--- src/rtl/note_pkg.sv ---
// Shared constants and saturation helpers for the polyphonic note generator.
package note_pkg;

  localparam int unsigned DefNumCh    = 2;
  localparam int unsigned DefCntW     = 22;
  localparam int unsigned DefAmpW     = 16;
  localparam int unsigned DefRampDiv  = 1024;
  localparam int unsigned DefRampStep = 32'h0040;

  // Largest positive value of an amp_w-bit two's-complement sample.
  function automatic longint sat_max(int unsigned amp_w);
    return (longint'(1) <<< (amp_w - 1)) - 1;
  endfunction

  // Most negative value of an amp_w-bit two's-complement sample.
  function automatic longint sat_min(int unsigned amp_w);
    return -(longint'(1) <<< (amp_w - 1));
  endfunction

endpackage

--- src/rtl/poly_note_generator_if.sv ---
// Control inputs and audio outputs of the note generator, bundled as one bus.
interface poly_note_generator_if
  import note_pkg::*;
#(
  parameter int unsigned NUM_CH = DefNumCh,
  parameter int unsigned CNT_W  = DefCntW,
  parameter int unsigned AMP_W  = DefAmpW
);

  logic                      start;
  logic [NUM_CH-1:0]         ch_en;
  logic [NUM_CH*CNT_W-1:0]   pitch;
  logic [NUM_CH*AMP_W-1:0]   amp;
  logic [NUM_CH-1:0]         pan_l;
  logic [NUM_CH-1:0]         pan_r;
  logic [AMP_W-1:0]          audio_left;
  logic [AMP_W-1:0]          audio_right;
  logic [NUM_CH-1:0]         active;

  // Controller side: drives note settings, observes audio.
  modport master (
    output start, ch_en, pitch, amp, pan_l, pan_r,
    input  audio_left, audio_right, active
  );

  // Generator side.
  modport slave (
    input  start, ch_en, pitch, amp, pan_l, pan_r,
    output audio_left, audio_right, active
  );

endinterface

--- src/rtl/note_channel.sv ---
// One tone channel: square-wave half-period divider, boundary-latched pitch,
// and a linear envelope that steps toward its target on prescaler ticks.
module note_channel
  import note_pkg::*;
#(
  parameter int unsigned CNT_W     = DefCntW,
  parameter int unsigned AMP_W     = DefAmpW,
  parameter int unsigned RAMP_STEP = DefRampStep
) (
  input  logic                    clk,
  input  logic                    rst_n,
  input  logic                    tick_i,
  input  logic                    play_i,
  input  logic [CNT_W-1:0]        pitch_i,
  input  logic [AMP_W-1:0]        amp_i,
  output logic signed [AMP_W-1:0] sample_o,
  output logic                    active_o
);

  localparam logic [AMP_W-1:0] AmpMax   = AMP_W'(sat_max(AMP_W));
  // A step larger than the full range behaves like a full-range jump.
  localparam int unsigned      StepLim  = 1 << AMP_W;
  localparam logic [AMP_W:0]   Step     = (AMP_W+1)'((RAMP_STEP > StepLim) ? StepLim : RAMP_STEP);

  logic [CNT_W-1:0] cnt_q, cnt_d;
  logic [CNT_W-1:0] pitch_q, pitch_d;
  logic             phase_q, phase_d;
  logic [AMP_W-1:0] env_q, env_d;
  logic             active_q;
  logic [AMP_W-1:0] target;
  logic             rest;
  logic             boundary;
  logic [AMP_W:0]   env_w, tgt_w, up_w, dn_w, diff_w;

  assign rest     = (pitch_q == '0);
  assign boundary = !rest && (cnt_q == pitch_q);

  // Divider: a new pitch is only accepted at a half-period boundary or while resting.
  always_comb begin
    cnt_d   = cnt_q;
    phase_d = phase_q;
    pitch_d = pitch_q;
    if (rest) begin
      pitch_d = pitch_i;
    end else if (boundary) begin
      cnt_d   = '0;
      phase_d = ~phase_q;
      pitch_d = pitch_i;
    end else begin
      cnt_d = cnt_q + CNT_W'(1);
    end
  end

  // Envelope target: clamped amplitude while playing a non-rest pitch, else silence.
  always_comb begin
    target = '0;
    if (play_i && !rest) begin
      target = (amp_i > AmpMax) ? AmpMax : amp_i;
    end
  end

  // Envelope ramp: one step toward target per tick, landing exactly on it.
  always_comb begin
    env_w  = {1'b0, env_q};
    tgt_w  = {1'b0, target};
    up_w   = env_w + Step;
    dn_w   = env_w - Step;
    diff_w = env_w - tgt_w;
    env_d  = env_q;
    if (tick_i) begin
      if (env_w < tgt_w) begin
        env_d = (up_w >= tgt_w) ? target : up_w[AMP_W-1:0];
      end else if (env_w > tgt_w) begin
        env_d = (diff_w <= Step) ? target : dn_w[AMP_W-1:0];
      end
    end
  end

  // Channel state registers; active tracks the envelope register.
  always_ff @(posedge clk or negedge rst_n) begin
    if (!rst_n) begin
      cnt_q    <= '0;
      pitch_q  <= '0;
      phase_q  <= 1'b0;
      env_q    <= '0;
      active_q <= 1'b0;
    end else begin
      cnt_q    <= cnt_d;
      pitch_q  <= pitch_d;
      phase_q  <= phase_d;
      env_q    <= env_d;
      active_q <= (env_d != '0);
    end
  end

  assign sample_o = phase_q ? -$signed(env_q) : $signed(env_q);
  assign active_o = active_q;

endmodule

--- src/rtl/poly_note_generator.sv ---
// Polyphonic square-wave generator: NUM_CH channels, a shared envelope
// prescaler, and a saturating stereo mixer with registered outputs.
module poly_note_generator
  import note_pkg::*;
#(
  parameter int unsigned NUM_CH    = DefNumCh,
  parameter int unsigned CNT_W     = DefCntW,
  parameter int unsigned AMP_W     = DefAmpW,
  parameter int unsigned RAMP_DIV  = DefRampDiv,
  parameter int unsigned RAMP_STEP = DefRampStep
) (
  input logic                  clk,
  input logic                  rst_n,
  poly_note_generator_if.slave bus
);

  localparam int unsigned PreW    = (RAMP_DIV > 1) ? $clog2(RAMP_DIV) : 1;
  localparam logic [PreW-1:0] PreLast = PreW'(RAMP_DIV - 1);
  // Wide enough to hold every channel at full scale without wrapping.
  localparam int unsigned SumW    = AMP_W + $clog2(NUM_CH) + 1;
  localparam logic signed [SumW-1:0] SatHi = SumW'(sat_max(AMP_W));
  localparam logic signed [SumW-1:0] SatLo = SumW'(sat_min(AMP_W));

  logic [PreW-1:0]          pre_q, pre_d;
  logic                     tick;
  logic signed [AMP_W-1:0]  sample [NUM_CH];
  logic [NUM_CH-1:0]        active;
  logic signed [SumW-1:0]   sum_l, sum_r;
  logic signed [AMP_W-1:0]  audio_left_q, audio_left_d;
  logic signed [AMP_W-1:0]  audio_right_q, audio_right_d;

  assign tick = (pre_q == PreLast);

  // Prescaler: wraps every RAMP_DIV cycles, ticking on the last count.
  always_comb begin
    pre_d = tick ? '0 : pre_q + PreW'(1);
  end

  for (genvar i = 0; i < NUM_CH; i++) begin : g_ch
    note_channel #(
      .CNT_W     (CNT_W),
      .AMP_W     (AMP_W),
      .RAMP_STEP (RAMP_STEP)
    ) u_ch (
      .clk      (clk),
      .rst_n    (rst_n),
      .tick_i   (tick),
      .play_i   (bus.start & bus.ch_en[i]),
      .pitch_i  (bus.pitch[i*CNT_W +: CNT_W]),
      .amp_i    (bus.amp[i*AMP_W +: AMP_W]),
      .sample_o (sample[i]),
      .active_o (active[i])
    );
  end

  // Mixer: sum panned samples at full width, then saturate to the sample range.
  always_comb begin
    sum_l = '0;
    sum_r = '0;
    for (int i = 0; i < NUM_CH; i++) begin
      if (bus.pan_l[i]) sum_l = sum_l + SumW'(sample[i]);
      if (bus.pan_r[i]) sum_r = sum_r + SumW'(sample[i]);
    end
    audio_left_d  = (sum_l > SatHi) ? AMP_W'(SatHi) :
                    (sum_l < SatLo) ? AMP_W'(SatLo) : sum_l[AMP_W-1:0];
    audio_right_d = (sum_r > SatHi) ? AMP_W'(SatHi) :
                    (sum_r < SatLo) ? AMP_W'(SatLo) : sum_r[AMP_W-1:0];
  end

  // Prescaler and output sample registers.
  always_ff @(posedge clk or negedge rst_n) begin
    if (!rst_n) begin
      pre_q         <= '0;
      audio_left_q  <= '0;
      audio_right_q <= '0;
    end else begin
      pre_q         <= pre_d;
      audio_left_q  <= audio_left_d;
      audio_right_q <= audio_right_d;
    end
  end

  assign bus.audio_left  = audio_left_q;
  assign bus.audio_right = audio_right_q;
  assign bus.active      = active;

endmodule

--- src/flat_wrapper.sv ---
// flat-port wrapper written by rule: the top's interface ports become plain ports
module poly_note_generator_flat import note_pkg::*;
#(
  parameter int unsigned NUM_CH    = DefNumCh,
  parameter int unsigned CNT_W     = DefCntW,
  parameter int unsigned AMP_W     = DefAmpW,
  parameter int unsigned RAMP_DIV  = DefRampDiv,
  parameter int unsigned RAMP_STEP = DefRampStep
)
  (clk, rst_n, bus_start, bus_ch_en, bus_pitch, bus_amp, bus_pan_l, bus_pan_r, bus_audio_left, bus_audio_right, bus_active);
  poly_note_generator_if #(.NUM_CH(NUM_CH), .CNT_W(CNT_W), .AMP_W(AMP_W)) bus_i ();
  input logic clk;
  input logic rst_n;
  input wire logic [$bits(bus_i.start)-1:0] bus_start;
  input wire logic [$bits(bus_i.ch_en)-1:0] bus_ch_en;
  input wire logic [$bits(bus_i.pitch)-1:0] bus_pitch;
  input wire logic [$bits(bus_i.amp)-1:0] bus_amp;
  input wire logic [$bits(bus_i.pan_l)-1:0] bus_pan_l;
  input wire logic [$bits(bus_i.pan_r)-1:0] bus_pan_r;
  output wire logic [$bits(bus_i.audio_left)-1:0] bus_audio_left;
  output wire logic [$bits(bus_i.audio_right)-1:0] bus_audio_right;
  output wire logic [$bits(bus_i.active)-1:0] bus_active;
  assign bus_i.start = bus_start;
  assign bus_i.ch_en = bus_ch_en;
  assign bus_i.pitch = bus_pitch;
  assign bus_i.amp = bus_amp;
  assign bus_i.pan_l = bus_pan_l;
  assign bus_i.pan_r = bus_pan_r;
  assign bus_audio_left = bus_i.audio_left;
  assign bus_audio_right = bus_i.audio_right;
  assign bus_active = bus_i.active;
  poly_note_generator #(.NUM_CH(NUM_CH), .CNT_W(CNT_W), .AMP_W(AMP_W), .RAMP_DIV(RAMP_DIV), .RAMP_STEP(RAMP_STEP)) u_core (.clk(clk), .rst_n(rst_n), .bus(bus_i));
endmodule
--- config.mk ---
export PLATFORM = sky130hd
export DESIGN_NAME = poly_note_generator_flat
export DESIGN_NICKNAME = d
export VERILOG_FILES = /design/src/rtl/note_pkg.sv /design/src/rtl/poly_note_generator_if.sv /design/src/rtl/note_channel.sv /design/src/rtl/poly_note_generator.sv /design/src/flat_wrapper.sv
export SDC_FILE = /design/constraint.sdc
export NUM_CORES = 1
export LEC_CHECK = 0
export BUFFER_PORTS_ARGS = -buffer_cell sky130_fd_sc_hd__buf_2
export CAP_MARGIN = 10
export CORE_ASPECT_RATIO = 1.1
export CORE_MARGIN = 8
export CORE_UTILIZATION = 60
export DETAILED_ROUTE_END_ITERATION = 6
export PLACE_DENSITY_LB_ADDON = 0.3
export SLEW_MARGIN = 10
export SYNTH_ARGS = -nofsm -noshare
export SYNTH_HDL_FRONTEND = slang
export SYNTH_SLANG_ARGS = --single-unit
export TNS_END_PERCENT = 50
--- constraint.sdc ---
create_clock -name clk -period 10.85 [get_ports clk]
set_input_delay 0.5425 -clock clk [delete_from_list [all_inputs] [get_ports clk]]
set_output_delay 0.5425 -clock clk [all_outputs]
set_load 0.02 [all_outputs]
==> metrics.csv <==
metric,value,unit
Final Hold Fails,0,
CTS max path bufs,2,
Synth area leaders,"dfrtp_1, ha_1, xor2_1",
largest net degree at the start of global routing,99,
unrepaired setup endpoints after global routing,false,
First-pass DRT Iterations,6,
CP Launch Type,flop,
Post-Place Cells,1886,
Placer Congestion,0.947,
Worst EP required,11.15,ns
CTS Hold Bufs,0,
Iteration-0 DRC Markers,934,
Yosys warning total,0,
H-tree lvl count,4,
Max Cap Violations,0,
# clock sinks,166,
DIE AREA,26800,µm²
clock skew,0.0132,ns
Synth Flop Type,dfrtp_1,
Slew headroom,0.335,
vias in the first global route,11566,
CTS tree,done,
Synth top area share,0.317,
Period minus WS final,5.92,ns
Die Ht,171,µm
leakage,6.36,nW
overall routed net length,36100,µm
FMAX,0.169,GHz
first-pass GRT wire length,57900,µm
"Period Utilization, post-route",0.545,
register clock-pin slew on the reported worst setup and hold paths,0.07,ns
Post-Syn Area,13100,µm²
Power Density,103,nW/µm²
dpl hpwl,27600,µm
TritonCTS buffer count,17,
core box area,21400,µm²
CTS root buf,clkbuf_16,
PostCTS Resize Cnt,0,
synthesis-to-layout area growth,10.8,%
Avg Inst Size Synth,8.61,µm²
worst-skew pair later-pin latency,0.43,ns
Crit. End Element,flop,
register area share after synthesis,0.317,
status,completed,
worst vdd ir,0.0909,mV
DR vias/cell,6.24,
worst-path fanout max,16,
DR vias,11962,
Arrival @ worst endpoint,6.22,ns
share of layout cells above drive strength 1,0.150,
post-synth cell types,77,
grt total ovfl,0,
async set-reset flop share out of synthesis,1.00,
post-layout util,0.679,
final setup fails,0,
Post-CTS Setup Bufs,0,
initial antenna violation count,0,
Rows,56,
Seq cells post-synth,166,
wire length per cell,18.8,µm
Ports,119,
Post-synth EDFFs,0,
max-slew violations,0,
Final WS setup,4.93,ns
gr usage total,0.266,
Post-synth top cells,"dfrtp_1, o21ai_0, nand2_1, nor2_1, ha_1",
setup TNS,0,ns
IO Port Bufs,118,
Die X,157,µm
Pwr Total,1.50,mW
Non-Filler Instances,1918,
Post-DRT Antenna Nets,0,
drc violations,0,
NumNets Final,1797,
largest area contributor in the netlist,dfrtp_1,
Starting Density,0.613,
most frequent cell after synthesis,dfrtp_1,
Mapped Cells,1521,
pre-CTS WS,5.08,ns
crit path kind,flop to flop,
hold crit path type,input pin to asynchronous set/reset pin,
Slew @ Worst Pin,0.996,ns
## final timing paths
kind	cells past startpoint	startpoint	endpoint	slack [ns]
min reg2reg	1	u_core.pre_q[9]$_DFF_PN0_	u_core.pre_q[9]$_DFF_PN0_	0.48
max in group asynchronous	2	rst_n	u_core.pre_q[0]$_DFF_PN0_	9.20
max	18	u_core.g_ch[0].u_ch.pitch_q[21]$_DFFE_PN0P_	u_core.g_ch[0].u_ch.active_o$_DFF_PN0_	4.93
min	1	rst_n	u_core.g_ch[1].u_ch.cnt_q[2]$_DFFE_PN0P_	0.19
min in group clk	2	bus_pitch[14]	u_core.g_ch[0].u_ch.pitch_q[14]$_DFFE_PN0P_	0.34
max reg2reg	18	u_core.g_ch[0].u_ch.pitch_q[21]$_DFFE_PN0P_	u_core.g_ch[0].u_ch.active_o$_DFF_PN0_	4.93
## state kept, by name, indices dropped and copies added (netlist names)
signal                     flops
u_core.g_ch.u_ch.cnt_q        44
u_core.g_ch.u_ch.pitch_q      44
u_core.g_ch.u_ch.env_q        32
u_core.bus.audio_left         16
u_core.bus.audio_right        16
u_core.pre_q                  10
u_core.g_ch.u_ch.active_o      2
u_core.g_ch.u_ch.phase_q       2
## stage by stage
stage          cell area (µm²)  hold WS (ns)
6_report                 14500         0.188
5_1_grt                  14500         0.286
4_1_cts                  14500         0.241
3_5_place_dp             13900         0.470
3_3_place_gp             13900         0.465
2_1_floorplan            13100         0.247
## cell type report
class	count	area [µm²]
Antenna cell	1	2.50
Sequential cell	166	4150
Clock inverter	13	143
Timing Repair Buffer	130	687
Multi-Input combinational cell	1259	8570
Fill cell	1736	6870
Inverter	41	154
Tap cell	290	363
Clock buffer	18	429
## metal layers
layer	track usage	vias up	share of wire
li1	-	5689	-
met1	0.347	5764	0.44
met2	0.442	425	0.47
met3	0.0358	84	0.057
met4	0.102	0	0.033
met5	0	-	0
## worst max-delay path: stages, from the launching register on
cell and delay (ns):
dfrtp_1 0.41, nor4_1 0.08, nand4_1 0.11, nor4_2 0.05, buf_4 0.18, nor2_1 0.73
o21ai_0 0.47, ha_1 0.49, o21ai_0 0.10, a21oi_1 0.32, o31ai_1 0.11, a21oi_1 0.30
o211ai_2 0.20, nand2_1 0.41, nor2_1 0.17, a32oi_4 0.44, mux2_4 0.34, or4_1 0.40
or4_1 0.47
## placed cells by master (no fill, tap or decap), types with 14 or more instances in the layout
cell type    n
nand2b_1    20
nor4_1      25
nor2_1     123
or3_1       22
mux2_2      52
ha_1        95
xnor2_1     66
clkbuf_16   17
a21oi_1     88
inv_1       41
nand3_1     45
dfrtp_1    166
nand4_1     20
nor2b_1     36
xor2_1      85
mux2i_1     17
o21ai_0    142
and3_1      19
nor3_1      27
buf_2      117
a211oi_1    14
nand2_1    137
and2_1      21
## cell families after synthesis
| family | synth area share |
|---|---|
| buffers and inverters | 0.0297 |
| AOI/OAI and AO/OA | 0.192 |
| xor gates and xnor gates | 0.101 |
| other | 0.000286 |
| DFF | 0.317 |
| and+or+nand+nor | 0.207 |
| muxes | 0.0589 |
| adders and majority gates | 0.0938 |
## report_power, final
part | switching [mW] | internal, mW | total (mW)
Combinational | 0.149 | 0.0986 | 0.247
Sequential | 0.0198 | 0.639 | 0.659
Clock | 0.271 | 0.323 | 0.594
(Power assumes the default switching activity.)
